**config.mk**
```make
export PLATFORM = sky130hd
export DESIGN_NAME = alu_result_stage_flat
export DESIGN_NICKNAME = d
export VERILOG_FILES = /design/src/rtl/alu_result_stage_pkg.sv /design/src/rtl/alu_result_stage_if.sv /design/src/rtl/alu_result_stage_skid_fifo.sv /design/src/rtl/alu_result_stage.sv /design/src/flat_wrapper.sv
export SDC_FILE = /design/constraint.sdc
export NUM_CORES = 1
export LEC_CHECK = 0
export BUFFER_PORTS_ARGS = -buffer_cell sky130_fd_sc_hd__buf_2
export CAP_MARGIN = 20
export CORE_MARGIN = 8
export CORE_UTILIZATION = 53
export CTS_CLUSTER_DIAMETER = 150
export DETAILED_ROUTE_END_ITERATION = 10
export GPL_ROUTABILITY_DRIVEN = 0
export PLACE_DENSITY = 0.79
export SLEW_MARGIN = 10
export SYNTH_ARGS = -nofsm -noshare
export SYNTH_HDL_FRONTEND = slang
export SYNTH_SLANG_ARGS = --single-unit
```
**constraint.sdc**
```tcl
create_clock -name clk -period 1.8 [get_ports clk]
set_input_delay 0.45 -clock clk [delete_from_list [all_inputs] [get_ports clk]]
set_output_delay 0.45 -clock clk [all_outputs]
set_load 0.02 [all_outputs]
```
**src/rtl/alu_result_stage_pkg.sv**
```systemverilog
// Shared ALU definitions: operand width, ALUop encodings and NZCV flag bit positions.
// Both the combinational ALU and its result stage import this package.
package alu_defs;

    localparam int DATA_WIDTH = 32;

    localparam logic [2:0] ALUOP_AND = 3'b000;
    localparam logic [2:0] ALUOP_OR  = 3'b001;
    localparam logic [2:0] ALUOP_ADD = 3'b010;
    localparam logic [2:0] ALUOP_SUB = 3'b110;
    localparam logic [2:0] ALUOP_SLT = 3'b111;

    localparam int FLAG_N = 3;
    localparam int FLAG_Z = 2;
    localparam int FLAG_C = 1;
    localparam int FLAG_V = 0;

    // Only ADD/SUB produce architecturally meaningful carry and overflow.
    function automatic logic op_is_arith(input logic [2:0] op);
        return (op == ALUOP_ADD) || (op == ALUOP_SUB);
    endfunction

    function automatic logic op_is_defined(input logic [2:0] op);
        return (op == ALUOP_AND) || (op == ALUOP_OR) || (op == ALUOP_ADD) ||
               (op == ALUOP_SUB) || (op == ALUOP_SLT);
    endfunction

endpackage

```
**src/rtl/alu_result_stage_if.sv**
```systemverilog
// Bundle of the ALU-side push port, consumer-side pop port and flag/counter outputs.
// The stage uses the slave modport; the environment driving it uses master.
interface alu_result_stage_if #(
    parameter int DATA_WIDTH = alu_defs::DATA_WIDTH,
    parameter int DEST_WIDTH = 5,
    parameter int CNT_WIDTH  = 16
);
    logic                  in_valid;
    logic                  in_ready;
    logic [2:0]            ALUop;
    logic [DATA_WIDTH-1:0] Result;
    logic                  Overflow;
    logic                  CarryOut;
    logic                  Zero;
    logic [DEST_WIDTH-1:0] Dest;
    logic                  flag_clear;

    logic                  out_valid;
    logic                  out_ready;
    logic [DATA_WIDTH-1:0] out_Result;
    logic [DEST_WIDTH-1:0] out_Dest;
    logic                  out_Overflow;
    logic                  out_CarryOut;
    logic                  out_Zero;

    logic [3:0]            Flags;
    logic [CNT_WIDTH-1:0]  ovf_count;

    modport slave (
        input  in_valid, ALUop, Result, Overflow, CarryOut, Zero, Dest, flag_clear, out_ready,
        output in_ready, out_valid, out_Result, out_Dest, out_Overflow, out_CarryOut, out_Zero,
        output Flags, ovf_count
    );

    modport master (
        output in_valid, ALUop, Result, Overflow, CarryOut, Zero, Dest, flag_clear, out_ready,
        input  in_ready, out_valid, out_Result, out_Dest, out_Overflow, out_CarryOut, out_Zero,
        input  Flags, ovf_count
    );
endinterface

```
**src/rtl/alu_result_stage_skid_fifo.sv**
```systemverilog
// Two-entry valid/ready FIFO with registered in_ready and register-driven outputs.
// Occupancy is kept as an explicit EMPTY/ONE/FULL state.
module alu_skid_fifo #(
    parameter int WIDTH = 8
) (
    input  logic             clk,
    input  logic             rst_n,
    input  logic             in_valid,
    input  logic [WIDTH-1:0] in_data,
    output logic             in_ready,
    output logic             out_valid,
    output logic [WIDTH-1:0] out_data,
    input  logic             out_ready
);
    localparam logic [1:0] EMPTY = 2'd0;
    localparam logic [1:0] ONE   = 2'd1;
    localparam logic [1:0] FULL  = 2'd2;

    logic [1:0]       state_q, state_d;
    logic             head_q, head_d;
    logic             tail_q, tail_d;
    logic             in_ready_q, in_ready_d;
    logic [WIDTH-1:0] mem_q [2];
    logic [WIDTH-1:0] mem_d [2];
    logic             push;
    logic             pop;

    assign push      = in_valid && in_ready_q;
    assign pop       = (state_q != EMPTY) && out_ready;
    assign in_ready  = in_ready_q;
    assign out_valid = (state_q != EMPTY);
    assign out_data  = mem_q[head_q];

    always_comb begin
        state_d = state_q;
        head_d  = head_q;
        tail_d  = tail_q;
        mem_d   = mem_q;
        case (state_q)
            EMPTY:   if (push) state_d = ONE;
            ONE: begin
                if (push && !pop)      state_d = FULL;
                else if (pop && !push) state_d = EMPTY;
            end
            FULL:    if (pop) state_d = ONE;
            default: state_d = EMPTY;
        endcase
        if (push) begin
            mem_d[tail_q] = in_data;
            tail_d        = ~tail_q;
        end
        if (pop) begin
            head_d = ~head_q;
        end
        // Registered ready: FULL blocks pushes even when the head leaves this cycle.
        in_ready_d = (state_d != FULL);
    end

    always_ff @(posedge clk) begin
        if (!rst_n) begin
            state_q    <= EMPTY;
            head_q     <= 1'b0;
            tail_q     <= 1'b0;
            in_ready_q <= 1'b1;
            for (int i = 0; i < 2; i++) begin
                mem_q[i] <= '0;
            end
        end else begin
            state_q    <= state_d;
            head_q     <= head_d;
            tail_q     <= tail_d;
            in_ready_q <= in_ready_d;
            mem_q      <= mem_d;
        end
    end
endmodule

```
**src/rtl/alu_result_stage.sv**
```systemverilog
// Registered result stage behind the ALU: buffers results in a 2-entry FIFO and
// maintains the NZCV flag register and a saturating overflow-event counter.
module alu_result_stage #(
    parameter int DATA_WIDTH = alu_defs::DATA_WIDTH,
    parameter int DEST_WIDTH = 5,
    parameter int CNT_WIDTH  = 16
) (
    input logic                 clk,
    input logic                 rst_n,
    alu_result_stage_if.slave   bus
);
    import alu_defs::*;

    localparam int PAYLOAD_W = DATA_WIDTH + DEST_WIDTH + 3;

    logic [PAYLOAD_W-1:0] in_payload;
    logic [PAYLOAD_W-1:0] out_payload;
    logic                 fifo_in_ready;
    logic                 push;

    logic [3:0]           flags_q, flags_d;
    logic [CNT_WIDTH-1:0] ovf_count_q, ovf_count_d;

    assign in_payload = {bus.Result, bus.Dest, bus.Overflow, bus.CarryOut, bus.Zero};
    assign push       = bus.in_valid && fifo_in_ready;

    alu_skid_fifo #(
        .WIDTH (PAYLOAD_W)
    ) u_fifo (
        .clk       (clk),
        .rst_n     (rst_n),
        .in_valid  (bus.in_valid),
        .in_data   (in_payload),
        .in_ready  (fifo_in_ready),
        .out_valid (bus.out_valid),
        .out_data  (out_payload),
        .out_ready (bus.out_ready)
    );

    assign bus.in_ready = fifo_in_ready;
    assign {bus.out_Result, bus.out_Dest, bus.out_Overflow, bus.out_CarryOut, bus.out_Zero} = out_payload;

    always_comb begin
        flags_d = flags_q;
        // Clear first so a same-cycle push overrides only the fields it writes.
        if (bus.flag_clear) begin
            flags_d = '0;
        end
        if (push && op_is_defined(bus.ALUop)) begin
            flags_d[FLAG_N] = bus.Result[DATA_WIDTH-1];
            flags_d[FLAG_Z] = bus.Zero;
            if (op_is_arith(bus.ALUop)) begin
                flags_d[FLAG_C] = bus.CarryOut;
                flags_d[FLAG_V] = bus.Overflow;
            end
        end
    end

    always_comb begin
        ovf_count_d = ovf_count_q;
        if (push && bus.Overflow && op_is_arith(bus.ALUop) && (ovf_count_q != '1)) begin
            ovf_count_d = ovf_count_q + CNT_WIDTH'(1);
        end
    end

    always_ff @(posedge clk) begin
        if (!rst_n) begin
            flags_q     <= '0;
            ovf_count_q <= '0;
        end else begin
            flags_q     <= flags_d;
            ovf_count_q <= ovf_count_d;
        end
    end

    assign bus.Flags     = flags_q;
    assign bus.ovf_count = ovf_count_q;
endmodule

```
**src/flat_wrapper.sv**
```systemverilog
// flat-port wrapper written by rule: the top's interface ports become plain ports
module alu_result_stage_flat import alu_defs::*;
#(
    parameter int DATA_WIDTH = alu_defs::DATA_WIDTH,
    parameter int DEST_WIDTH = 5,
    parameter int CNT_WIDTH  = 16
)
  (clk, rst_n, bus_in_valid, bus_ALUop, bus_Result, bus_Overflow, bus_CarryOut, bus_Zero, bus_Dest, bus_flag_clear, bus_out_ready, bus_in_ready, bus_out_valid, bus_out_Result, bus_out_Dest, bus_out_Overflow, bus_out_CarryOut, bus_out_Zero, bus_Flags, bus_ovf_count);
  alu_result_stage_if #(.DATA_WIDTH(DATA_WIDTH), .DEST_WIDTH(DEST_WIDTH), .CNT_WIDTH(CNT_WIDTH)) bus_i ();
  input logic clk;
  input logic rst_n;
  input wire logic [$bits(bus_i.in_valid)-1:0] bus_in_valid;
  input wire logic [$bits(bus_i.ALUop)-1:0] bus_ALUop;
  input wire logic [$bits(bus_i.Result)-1:0] bus_Result;
  input wire logic [$bits(bus_i.Overflow)-1:0] bus_Overflow;
  input wire logic [$bits(bus_i.CarryOut)-1:0] bus_CarryOut;
  input wire logic [$bits(bus_i.Zero)-1:0] bus_Zero;
  input wire logic [$bits(bus_i.Dest)-1:0] bus_Dest;
  input wire logic [$bits(bus_i.flag_clear)-1:0] bus_flag_clear;
  input wire logic [$bits(bus_i.out_ready)-1:0] bus_out_ready;
  output wire logic [$bits(bus_i.in_ready)-1:0] bus_in_ready;
  output wire logic [$bits(bus_i.out_valid)-1:0] bus_out_valid;
  output wire logic [$bits(bus_i.out_Result)-1:0] bus_out_Result;
  output wire logic [$bits(bus_i.out_Dest)-1:0] bus_out_Dest;
  output wire logic [$bits(bus_i.out_Overflow)-1:0] bus_out_Overflow;
  output wire logic [$bits(bus_i.out_CarryOut)-1:0] bus_out_CarryOut;
  output wire logic [$bits(bus_i.out_Zero)-1:0] bus_out_Zero;
  output wire logic [$bits(bus_i.Flags)-1:0] bus_Flags;
  output wire logic [$bits(bus_i.ovf_count)-1:0] bus_ovf_count;
  assign bus_i.in_valid = bus_in_valid;
  assign bus_i.ALUop = bus_ALUop;
  assign bus_i.Result = bus_Result;
  assign bus_i.Overflow = bus_Overflow;
  assign bus_i.CarryOut = bus_CarryOut;
  assign bus_i.Zero = bus_Zero;
  assign bus_i.Dest = bus_Dest;
  assign bus_i.flag_clear = bus_flag_clear;
  assign bus_i.out_ready = bus_out_ready;
  assign bus_in_ready = bus_i.in_ready;
  assign bus_out_valid = bus_i.out_valid;
  assign bus_out_Result = bus_i.out_Result;
  assign bus_out_Dest = bus_i.out_Dest;
  assign bus_out_Overflow = bus_i.out_Overflow;
  assign bus_out_CarryOut = bus_i.out_CarryOut;
  assign bus_out_Zero = bus_i.out_Zero;
  assign bus_Flags = bus_i.Flags;
  assign bus_ovf_count = bus_i.ovf_count;
  alu_result_stage #(.DATA_WIDTH(DATA_WIDTH), .DEST_WIDTH(DEST_WIDTH), .CNT_WIDTH(CNT_WIDTH)) u_core (.clk(clk), .rst_n(rst_n), .bus(bus_i));
endmodule
```
==> qor.yml <==
hold_path:
  whs_endpoint: "u_core.u_fifo.state_q[1]$_SDFF_PN0_"
  hp-start: "bus_out_ready"
  hold_path_depth: 2
  hold_class: "in2reg"
cts:
  cts_root_buf: "clkbuf_8"
  cts_inserted_buffers: 9
  tritoncts: "built"
  htreeDepth: 3
  clock_sinks: 105
  post-cts-setup-buffer-count: 0
  clk_pin_slew_ns: 0.11
  clk_latency_ns: 0.36
  clockBufferDepth: 2
route:
  viasPerCell: 5.51
  firstDrtPassIters: 5
  wire_per_inst_um: 15.4
  drc: 0
  drt_iter0_drc: 186
  antenna_left: 0
  vias: 4147
  wirelength_um: 11600
yosys:
  synth_ff_type: "dfxtp_1"
  synth.cell_area_um2: 4500
  synthTopCellsByArea: "dfxtp_1 47%, nand2_1 15%, mux2_2 10%"
  synth-seq-area-share: 0.467
  syn_nets: 589
  syn_inst: 540
  synth_edf_count: 0
  yosys_warnings: 0
  synth_top_cell_area_share: 0.467
  synth_area_per_cell_um2: 8.33
  synth_area_leader_cell: "dfxtp_1"
  ys_seq_elements: 105
  synth_cell_types: 45
  async_flop_share: 0
timing:
  final.period_utilization: 1.08
  relSlewSlack: 0.461
  hold_viol: 0
  final.setup_skew_ns: 0.0133
  setup_viol: 40
  slew_viol_final: 0
  setup_ws_ns: -0.143
  period_minus_slack_ns: 1.94
  tightestPinTransition_ns: 0.808
  rsz0062_at_grt: "true"
  fmax_mhz: 515
placed_design:
  place_ws_ns: -0.0535
  dp_hpwl_um: 7780
  dpl.cell_count: 736
  numPortBuffers: 109
  place_area_um2: 5210
cells_and_area:
  num-fill-cells: 682
  nNetsFinal: 692
  stdcell_count: 753
  seqCellArea_um2: 2110
  syn_to_final_growth_pct: 22.8
  layout-drive-gt1-share: 0.315
  finalCoreUtilization: 0.673
  fin_area_um2: 5530
  multi_input_area_um2: 2260
  antenna_cells: 0
floorplan:
  dieArea_um2: 11700
  die_w_um: 108
  fp-row-count: 33
  start_util: 0.548
  core_um2: 8220
  ios: 110
  die_height_um: 108
setup_path:
  regToRegEndpoint: "u_core.bus.ovf_count[12]$_SDFFE_PN0P_"
  worstPathRequired_ns: 1.35
  worstSetupPathType: "reg2out"
  reg2reg_depth: 4
  r2r_slack_ns: 0.11
  cp-start-kind: "flip-flop"
  path_max_fanout: 17
  arrival_ns: 1.49
  endpoint_kind: "output pin"
  r2r_start: "u_core.bus.ovf_count[4]$_SDFFE_PN0P_"
status:
  status: "finished with violations"
  violations: "setup timing"
run:
  max_cap_violations: 0
power_and_ir_drop:
  cellLeakagePower_nw: 2.26
  peakVddDrop_v: 0.000442
  p_per_area_nw_per_um2: 848
global_routing:
  grt_pass1_wl_um: 18800
  overflow: 0
  grt_pass1_vias: 4007
  antenna_found_initial: 0
  gr-usage-all-layers: 0.196
  grt_max_degree: 53
## layout make-up
type | instances | share of cell area
Multi-Input combinational cell | 393 | 0.409
Sequential cell | 105 | 0.381
Timing Repair Buffer | 129 | 0.146
Tap cell | 105 | 0.0238
Clock buffer | 9 | 0.0224
Clock inverter | 7 | 0.0140
Inverter | 5 | 0.00340
## sequential cells by signal, indices dropped and copies added, names as in the netlist
register and count:
u_core.bus.Flags 4, u_core.bus.ovf_count 16, u_core.u_fifo.head_q 1, u_core.u_fifo.in_ready 1, u_core.u_fifo.mem_q 80, u_core.u_fifo.state_q 2
u_core.u_fifo.tail_q 1
## worst max path at each step
stage | start | endpoint | slack (ns) | cells past startpoint
after floorplan | u_core.u_fifo.in_ready$_SDFF_PN1_ | u_core.bus.ovf_count[8]$_SDFFE_PN0P_ | 0.08 | 6
after global placement | bus_ALUop[0] | u_core.bus.ovf_count[5]$_SDFFE_PN0P_ | -0.01 | 5
after detailed placement | bus_ALUop[0] | u_core.bus.ovf_count[11]$_SDFFE_PN0P_ | -0.05 | 5
after CTS | u_core.u_fifo.head_q$_SDFFE_PN0P_ | bus_out_Overflow | -0.15 | 3
after global routing | u_core.u_fifo.head_q$_SDFFE_PN0P_ | bus_out_Dest[4] | -0.19 | 3
final | u_core.u_fifo.head_q$_SDFFE_PN0P_ | bus_out_Overflow | -0.14 | 3
## per-stage QoR
step | setup TNS, ns | hold slack (ns) | total power [mW]
6_report | -4.80 | 0.308 | 4.69
5_1_grt | -6.68 | 0.297 | 4.89
4_1_cts | -4.83 | 0.297 | 4.71
3_5_place_dp | -0.265 | 0.444 | 3.23
3_3_place_gp | -0.0228 | 0.438 | 3.21
2_1_floorplan | 0 | 0.430 | 2.97
## cell usage after synthesis (2+ instances only)
cell and number:
a211oi_1 2, a21oi_1 89, buf_1 4, buf_6 2, clkbuf_1 29, clkbuf_8 2
dfxtp_1 105, inv_1 4, mux2_2 40, mux2i_1 10, nand2_1 180, nand2b_1 7
nand3_1 5, nand3b_1 3, nand4_1 5, nor2_1 7, nor2b_1 3, nor3b_1 2
nor4_1 7, o21ai_0 2, o31ai_1 4, or2_2 2, or4_1 4
## layout by cell type, fill, tap and decap left out, types with 3 or more instances in the layout
| cell type | synthesis | layout |
|---|---|---|
| or4_1 | 4 | 4 |
| nand2_1 | 180 | 180 |
| nor2_1 | 7 | 6 |
| nand3b_1 | 3 | 3 |
| nor2b_1 | 3 | 3 |
| nor4_2 | 1 | 4 |
| o31ai_1 | 4 | 4 |
| mux2_2 | 40 | 37 |
| buf_2 | 0 | 99 |
| inv_1 | 4 | 4 |
| dfxtp_1 | 105 | 103 |
| mux2i_1 | 10 | 10 |
| buf_12 | 0 | 4 |
| nand3_1 | 5 | 4 |
| mux2_4 | 0 | 3 |
| nand4_1 | 5 | 5 |
| clkbuf_8 | 2 | 9 |
| buf_4 | 0 | 21 |
| nor4_1 | 7 | 4 |
| a21oi_1 | 89 | 89 |
| buf_6 | 2 | 4 |
| nand2b_1 | 7 | 7 |
## routing by layer
layer  global-route usage  up-vias  share of wire
met1                0.237     1966           0.42
met4               0.0605        0         0.0091
met5                    0        -              0
met3               0.0387       15          0.060
li1                     -     2041              -
met2                0.340      125           0.51
## power breakdown
part	switching, mW	total, mW	internal (mW)
clock	0.821	1.48	0.656
sequential	0.0554	2.48	2.42
combinational	0.424	0.730	0.306
total	1.30	4.69	3.39
## worst max-delay path, stage by stage (launching register included)
cell     delay [ns]
dfxtp_4        0.43
buf_12         0.18
mux2_2         0.36
buf_2          0.16
## cell families after synthesis
kind of cell	count (synthesis)	share of synthesized area
AO/OA/AOI/OAI	103	0.123
XOR/XNOR	2	0.00389
adder cells (fa/ha/maj)	1	0.00278
buffers and inverters	42	0.0428
flip-flops	105	0.467
multiplexers	50	0.122
AND/OR/NAND/NOR	237	0.238
## timing repair
item,in CTS,in global routing
setup endpoints to repair,40,43
hold buffers,0,0
gates resized for setup,10,15
pin swaps,0,0
gates cloned,1,0
(Power assumes the default switching activity.)
